<file path="src/rtl/dmem_pkg.sv">
// Shared definitions for the data memory unit: access size codes, FSM state
// encoding and the byte count of each access size.
package dmem_pkg;

    localparam logic [1:0] SZ_BYTE = 2'd0;
    localparam logic [1:0] SZ_HALF = 2'd1;
    localparam logic [1:0] SZ_WORD = 2'd2;

    typedef enum logic [1:0] {
        IDLE = 2'd0,
        WAIT = 2'd1,
        EXEC = 2'd2,
        RESP = 2'd3
    } state_t;

    // Number of bytes touched by an access of the given size (0 for the illegal code).
    function automatic logic [2:0] bytes_of(input logic [1:0] size);
        case (size)
            SZ_BYTE: return 3'd1;
            SZ_HALF: return 3'd2;
            SZ_WORD: return 3'd4;
            default: return 3'd0;
        endcase
    endfunction

endpackage

</file>
<file path="src/rtl/dmem_align.sv">
// Combinational byte-lane steering for a 4-byte memory row: store byte
// enables and replicated write data, load extraction with sign/zero extension,
// and alignment / size legality flags.
module dmem_align
    import dmem_pkg::*;
#(
    parameter int XLEN = 32
) (
    input  logic [1:0]      size,
    input  logic [1:0]      offset,
    input  logic            is_unsigned,
    input  logic [XLEN-1:0] wdata,
    input  logic [31:0]     rd_row,
    output logic [3:0]      byte_en,
    output logic [31:0]     wr_row,
    output logic [XLEN-1:0] load_data,
    output logic            misaligned,
    output logic            illegal_size
);

    logic [31:0] wdata32;
    logic [7:0]  rd_byte;
    logic [15:0] rd_half;
    logic [31:0] ext32;

    // Lane selection and extension; every legal access lies inside one row.
    always_comb begin
        wdata32      = 32'(wdata);
        rd_byte      = 8'(rd_row >> {offset, 3'b000});
        rd_half      = offset[1] ? rd_row[31:16] : rd_row[15:0];
        byte_en      = 4'b0000;
        wr_row       = wdata32;
        ext32        = 32'd0;
        misaligned   = 1'b0;
        illegal_size = 1'b0;
        case (size)
            SZ_BYTE: begin
                byte_en = 4'b0001 << offset;
                wr_row  = {4{wdata32[7:0]}};
                ext32   = is_unsigned ? {24'd0, rd_byte} : {{24{rd_byte[7]}}, rd_byte};
            end
            SZ_HALF: begin
                misaligned = offset[0];
                byte_en    = offset[1] ? 4'b1100 : 4'b0011;
                wr_row     = {2{wdata32[15:0]}};
                ext32      = is_unsigned ? {16'd0, rd_half} : {{16{rd_half[15]}}, rd_half};
            end
            SZ_WORD: begin
                misaligned   = |offset;
                illegal_size = (XLEN < 32);
                byte_en      = 4'b1111;
                wr_row       = wdata32;
                ext32        = rd_row;
            end
            default: begin
                illegal_size = 1'b1;
            end
        endcase
        load_data = ext32[XLEN-1:0];
    end

endmodule

</file>
<file path="src/rtl/dmem_unit.sv">
// Byte-addressable data memory for the MEM stage. A request is latched in IDLE,
// optionally delayed by WAIT_STATES cycles, executed in EXEC and answered with
// a one-cycle resp_valid strobe in RESP. Faulting accesses never write memory.
module dmem_unit
    import dmem_pkg::*;
#(
    parameter int XLEN        = 32,
    parameter int DEPTH       = 256,
    parameter int ADDR_W      = 32,
    parameter int WAIT_STATES = 0
) (
    input  logic              clk,
    input  logic              reset,
    input  logic              req_valid,
    output logic              req_ready,
    input  logic              req_we,
    input  logic [1:0]        req_size,
    input  logic              req_unsigned,
    input  logic [ADDR_W-1:0] req_addr,
    input  logic [XLEN-1:0]   req_wdata,
    output logic              resp_valid,
    output logic [XLEN-1:0]   resp_rdata,
    output logic              resp_err
);

    // Memory is organised as DEPTH/4 rows of four byte lanes.
    localparam int ROWS = DEPTH / 4;
    localparam int RW   = $clog2(ROWS);
    localparam logic [3:0]      WAIT_INIT = (WAIT_STATES > 0) ? 4'(WAIT_STATES - 1) : 4'd0;
    localparam logic [ADDR_W:0] DEPTH_L   = (ADDR_W + 1)'(DEPTH);

    state_t            state_reg, state_next;
    logic [3:0]        wait_cnt_reg, wait_cnt_next;
    logic              accept;

    logic              lat_we_reg;
    logic [1:0]        lat_size_reg;
    logic              lat_uns_reg;
    logic [ADDR_W-1:0] lat_addr_reg;
    logic [XLEN-1:0]   lat_wdata_reg;

    logic [XLEN-1:0]   resp_rdata_reg;
    logic              resp_err_reg;

    logic [3:0]        byte_en;
    logic [31:0]       wr_row;
    logic [31:0]       rd_row;
    logic [XLEN-1:0]   load_data;
    logic              misaligned;
    logic              illegal_size;
    logic [ADDR_W:0]   end_addr;
    logic              range_err;
    logic              access_err;
    logic [3:0]        wr_en;
    logic [RW-1:0]     wr_idx;
    logic [RW-1:0]     rd_idx;

    dmem_align #(.XLEN(XLEN)) u_align (
        .size         (lat_size_reg),
        .offset       (lat_addr_reg[1:0]),
        .is_unsigned  (lat_uns_reg),
        .wdata        (lat_wdata_reg),
        .rd_row       (rd_row),
        .byte_en      (byte_en),
        .wr_row       (wr_row),
        .load_data    (load_data),
        .misaligned   (misaligned),
        .illegal_size (illegal_size)
    );

    // Next-state logic: accept in IDLE, count down wait states, then execute and respond.
    always_comb begin
        state_next    = state_reg;
        wait_cnt_next = wait_cnt_reg;
        accept        = 1'b0;
        case (state_reg)
            IDLE: begin
                if (req_valid) begin
                    accept = 1'b1;
                    if (WAIT_STATES > 0) begin
                        state_next    = WAIT;
                        wait_cnt_next = WAIT_INIT;
                    end else begin
                        state_next = EXEC;
                    end
                end
            end
            WAIT: begin
                if (wait_cnt_reg == 4'd0) begin
                    state_next = EXEC;
                end else begin
                    wait_cnt_next = wait_cnt_reg - 4'd1;
                end
            end
            EXEC:    state_next = RESP;
            RESP:    state_next = IDLE;
            default: state_next = IDLE;
        endcase
    end

    // State and wait counter registers.
    always_ff @(posedge clk) begin
        if (reset) begin
            state_reg    <= IDLE;
            wait_cnt_reg <= 4'd0;
        end else begin
            state_reg    <= state_next;
            wait_cnt_reg <= wait_cnt_next;
        end
    end

    // Request capture; the latched copy drives all later checks and the access itself.
    always_ff @(posedge clk) begin
        if (accept && !reset) begin
            lat_we_reg    <= req_we;
            lat_size_reg  <= req_size;
            lat_uns_reg   <= req_unsigned;
            lat_addr_reg  <= req_addr;
            lat_wdata_reg <= req_wdata;
        end
    end

    // Fault detection and per-lane write enables for the EXEC edge.
    always_comb begin
        end_addr   = {1'b0, lat_addr_reg} + {{(ADDR_W - 2){1'b0}}, bytes_of(lat_size_reg)};
        range_err  = (end_addr > DEPTH_L);
        access_err = misaligned | illegal_size | range_err;
        wr_en      = (state_reg == EXEC && lat_we_reg && !access_err && !reset) ? byte_en : 4'b0000;
        wr_idx     = lat_addr_reg[RW+1:2];
        // Read the incoming request's row during IDLE so that the row is ready
        // in EXEC even when there are no wait states.
        rd_idx     = (state_reg == IDLE) ? req_addr[RW+1:2] : lat_addr_reg[RW+1:2];
    end

    genvar gi;
    generate
        for (gi = 0; gi < 4; gi++) begin : g_lane
            logic [7:0] bank [ROWS];
            logic [7:0] rd_lane_reg;

            // One byte lane of the memory with a registered read port.
            always_ff @(posedge clk) begin
                if (wr_en[gi]) begin
                    bank[wr_idx] <= wr_row[8*gi +: 8];
                end
                rd_lane_reg <= bank[rd_idx];
            end

            assign rd_row[8*gi +: 8] = rd_lane_reg;
        end
    endgenerate

    // Response registers, loaded at the EXEC edge and held until the next one.
    always_ff @(posedge clk) begin
        if (reset) begin
            resp_rdata_reg <= '0;
            resp_err_reg   <= 1'b0;
        end else if (state_reg == EXEC) begin
            resp_err_reg   <= access_err;
            resp_rdata_reg <= (access_err || lat_we_reg) ? '0 : load_data;
        end
    end

    assign req_ready  = (state_reg == IDLE);
    assign resp_valid = (state_reg == RESP);
    assign resp_rdata = resp_rdata_reg;
    assign resp_err   = resp_err_reg;

endmodule

</file>
<file path="config.mk">
export PLATFORM = sky130hd
export DESIGN_NAME = dmem_unit
export DESIGN_NICKNAME = d
export VERILOG_FILES = /design/src/rtl/dmem_pkg.sv /design/src/rtl/dmem_align.sv /design/src/rtl/dmem_unit.sv
export SDC_FILE = /design/constraint.sdc
export NUM_CORES = 2
export LEC_CHECK = 0
export CAP_MARGIN = 20
export CORE_ASPECT_RATIO = 0.9
export CORE_UTILIZATION = 55
export CTS_BUF_LIST = sky130_fd_sc_hd__clkbuf_4 sky130_fd_sc_hd__clkbuf_8
export CTS_CLUSTER_DIAMETER = 40
export CTS_CLUSTER_SIZE = 12
export DETAILED_ROUTE_END_ITERATION = 8
export PLACE_DENSITY = 0.74
export SLEW_MARGIN = 10
export SYNTH_ARGS = -nofsm -noshare
export SYNTH_HDL_FRONTEND = slang
export SYNTH_SLANG_ARGS = --single-unit
</file>
<file path="constraint.sdc">
create_clock -name clk -period 4 [get_ports clk]
set_input_delay 0.8 -clock clk [delete_from_list [all_inputs] [get_ports clk]]
set_output_delay 0.8 -clock clk [all_outputs]
set_load 0.005 [all_outputs]
</file>
==> results.toml <==
[drt]
route.antenna.remaining_nets = 0
detail_route.wirelength_um = 240000
drc = 0
drt-initial-drc-count = 8099
via_per_inst = 6.51
dr.pass1.iters = 6
routed_wire_length_per_instance_um = 31.2
vias = 50200

[clock_tree]
ctsLongestPathBuffers = 3
cts_tree = "done"
numClockSinks = 2187
root_cell_of_the_clock_tree = "sky130_fd_sc_hd__clkbuf_8"
worst_setup_hold_path_clk_slew_ns = 0.08
clock_latency_ns = 1.01
cts_max_level = 4
cts-buffers-inserted = 226

[setup_path]
cp_common_cell = "sky130_fd_sc_hd__buf_6"
setup.worst_path.end_class = "flip-flop"
crit_path_class = "flip-flop to flip-flop"
cp_slowest_stage_delay_ns = 0.60
reg2reg_to = "g_lane[3].bank[61][0]"
regToRegStartpoint = "lat_size_reg[1]"
worstPathMaxFanout = 36
crit_arrival_ns = 4.72
critPathBufInv = 5
cp_data_required_time_ns = 4.70
startpoint = "lat_size_reg[1]"
worst_path_max_delay_cell = "sky130_fd_sc_hd__or4_4"
worst_r2r_path_depth = 13
family_with_the_most_delay_on_the_worst_path = "simple AND/OR/NAND/NOR gates"
crit_path_start_kind = "flip-flop"
crit_chain = "ha_2, ha_1, buf_4, a311o_1, buf_6, nand4_1, a311oi_2, nor3_1, or4_4, buf_12, buf_16, nor3_4, buf_6"
minimum_setup_slack_among_reg_to_reg_paths_ns = -0.02

[layout]
layout.cell_area.non_filler_mm2 = 0.102
nNetsFinal = 5534
share_of_the_core_filled_with_cells_in_the_final_layout = 0.640
instances_no_fill = 7716
max_flop_register = "g_lane.bank"
final_layout_size_suffix_gt1_frac = 0.333
layout-area-overhead-vs-synth_pct = 15.2
largest_reg_flops = 2048

[timing]
max-slew-margin-rel = 0.212
grt_setup_unrepaired = "true"
fin_setup_tns_ns = -0.142
max_slew.worst_pin.slew_ns = 1.18
clock-skew-final_ns = 0.0446
max_freq_mhz = 249
timing.final.setup_violations = 8
layout_setup_ws_ns = -0.0185
drv_slew = 0
whs_ns = 0.366
finalCriticalPeriod_ns = 4.02
timing.final.hold_violations = 0
layout_worst_path_cycle_share = 1.00

[power_and_ir_drop]
power.share.sequential = 0.563
worst_ir_drop_vdd_mv = 0.353
p_clk_frac = 0.329
share_comb_of_total_power = 0.107
p_int_mw = 34.4
total_chip_power_mw = 45.3
power.leakage_nw = 33.2
power_density_mw_per_mm2 = 442
power.switching_mw = 10.8
switching_share = 0.239

[outcome]
failed_checks = "setup timing"
outcome = "finished, violations left"

[logic_synthesis]
synth_enable_flop_cells = 2116
synth_top_cell_by_area = "sky130_fd_sc_hd__edfxtp_1"
synth_area_mm2 = 0.0890
ys_async_sr_fraction = 0
yosys_most_used_dff = "sky130_fd_sc_hd__edfxtp_1"
biggest_area_contributors_in_the_synthesized_netlist = "sky130_fd_sc_hd__edfxtp_1, sky130_fd_sc_hd__mux4_2, sky130_fd_sc_hd__nor3_2"
synth.yosys.seq_area_share = 0.730
synth_seq_cells = 2187
yosys_warnings = 0
synth_top_cell_area_share = 0.714
post_synth.cell_area_avg_um2 = 18.6
netlist-cell-type-count = 62
postSynthCellCount = 4790
syn_nets = 4871

[grt]
grt.busiest_layer = "met1"
global_route.usage.total = 0.296
first_global_vias = 49000
grt_first_pass_wirelength_um = 346000
antenna_violations_before_repair = 15
grt.met1_usage = 0.426
grt_max_degree = 100
grt_util_met2 = 0.424
total_gr_overflow = 0
gr-usage-met3 = 0.0911

[min_path]
hp-class = "primary input to flip-flop"
number_of_cells_traversed_by_the_worst_hold_path = 1
min-delay-start = "req_wdata[31]"
hold_end = "lat_wdata_reg[31]"

[floorplanning]
die_height_um = 384
initial_utilization = 0.556
num_rows = 139
die_area_mm2 = 0.163
fp.dieW_um = 426
floorplan.core_area_mm2 = 0.160
ioPinCount = 106

[placed_design]
placed_cell_area_mm2 = 0.0973
numPlacedInstances = 7335
place_ws_ns = -0.458
buffer_ports.inserted = 105
hpwl_um = 158000
place.gp.congestion = 0.960

[flow_run]
timing.max_cap.violations = 0
==> routing by layer <==
layer / wire length [um] / up-vias / share of wire
met5: 138 / - / 0.00057
met4: 10300 / 22 / 0.043
met3: 32200 / 579 / 0.13
met2: 106000 / 3533 / 0.44
met1: 91500 / 25500 / 0.38
li1: - / 20600 / -
==> worst max-delay path by stage <==
| stage | cells after the start | slack (ns) | endpoint |
|---|---|---|---|
| after global routing | 13 | -0.06 | g_lane[3].bank[61][6] |
| after floorplan | 14 | -0.02 | g_lane[0].bank[13][0] |
| after CTS | 13 | 0.03 | g_lane[3].bank[60][5] |
| after detailed placement | 13 | -0.46 | g_lane[3].bank[61][3] |
| final | 13 | -0.02 | g_lane[3].bank[61][0] |
| after global placement | 13 | -0.40 | g_lane[3].bank[61][5] |
==> synth_stat cells, types with 11 or more instances <==
cell and instances:
sky130_fd_sc_hd__a211oi_1 11, sky130_fd_sc_hd__a22o_1 15, sky130_fd_sc_hd__a32oi_1 31, sky130_fd_sc_hd__buf_1 24, sky130_fd_sc_hd__buf_2 67, sky130_fd_sc_hd__buf_4 25
sky130_fd_sc_hd__buf_6 27, sky130_fd_sc_hd__clkbuf_1 204, sky130_fd_sc_hd__dfxtp_1 71, sky130_fd_sc_hd__edfxtp_1 2116, sky130_fd_sc_hd__mux2_2 22, sky130_fd_sc_hd__mux2i_1 171
sky130_fd_sc_hd__mux4_2 510, sky130_fd_sc_hd__nand2_1 513, sky130_fd_sc_hd__nand3_1 328, sky130_fd_sc_hd__nand4_1 17, sky130_fd_sc_hd__nor2_1 97, sky130_fd_sc_hd__nor3_1 57
sky130_fd_sc_hd__nor3_2 210, sky130_fd_sc_hd__o21ai_0 74, sky130_fd_sc_hd__o221ai_1 31, sky130_fd_sc_hd__o31ai_1 32
==> cell usage in the layout, fill, tap and decap left out, types with 17 or more instances in the layout <==
cell type                         count
sky130_fd_sc_hd__a32oi_1             31
sky130_fd_sc_hd__buf_12              84
sky130_fd_sc_hd__buf_4              538
sky130_fd_sc_hd__buf_6               49
sky130_fd_sc_hd__bufinv_16           18
sky130_fd_sc_hd__clkbuf_4            48
sky130_fd_sc_hd__clkbuf_8           239
sky130_fd_sc_hd__clkdlybuf4s50_1    105
sky130_fd_sc_hd__dfxtp_1             71
sky130_fd_sc_hd__edfxtp_1          2116
sky130_fd_sc_hd__mux2_2              20
sky130_fd_sc_hd__mux2i_1            167
sky130_fd_sc_hd__mux4_2             510
sky130_fd_sc_hd__nand2_1            505
sky130_fd_sc_hd__nand3_1            327
sky130_fd_sc_hd__nand4_1             17
sky130_fd_sc_hd__nor2_1              74
sky130_fd_sc_hd__nor2_2              22
sky130_fd_sc_hd__nor3_1              33
sky130_fd_sc_hd__nor3_2             223
sky130_fd_sc_hd__o21ai_0             74
sky130_fd_sc_hd__o221ai_1            31
sky130_fd_sc_hd__o31ai_1             32
==> power by group through the flow <==
stage	Combinational (mW)	Clock, mW	Sequential, mW
2_1_floorplan	2.74	0	25.9
3_3_place_gp	4.72	0	26.0
3_5_place_dp	4.80	0	26.0
4_1_cts	4.81	15.1	25.5
5_1_grt	5.08	15.9	25.5
6_report	4.86	14.9	25.5
==> cell families (layout without fill, tap and decap cells) <==
family / after synthesis / after routing / share of synthesized area
DFF: 2187 / 2187 / 0.730
and+or+nand+nor: 1272 / 1272 / 0.0762
muxes: 703 / 703 / 0.151
buffers and inverters: 357 / 1155 / 0.0193
AOI/OAI and AO/OA: 249 / 249 / 0.0203
xor gates and xnor gates: 12 / 12 / 0.00127
adders and majority gates: 10 / 10 / 0.00141
other: 0 / 13 / 0
==> final cells by class <==
type	count	area [um^2]
Sequential cell	2187	65000
Fill cell	10600	57600
Multi-Input combinational cell	2246	22700
Timing Repair Buffer	782	7480
Clock buffer	287	3650
Tap cell	2115	2650
Clock inverter	76	925
Inverter	10	37.5
Antenna cell	13	32.5
==> repair_timing <==
action                                  CTS  global route
endpoints found under the setup margin   37          1943
setup buffers                             1             1
pin swaps                                 1             4
resized for setup                         5            94
cloned                                    0             3
hold buffers                              0             0
No activity file was read; power rests on OpenSTA's default activity.
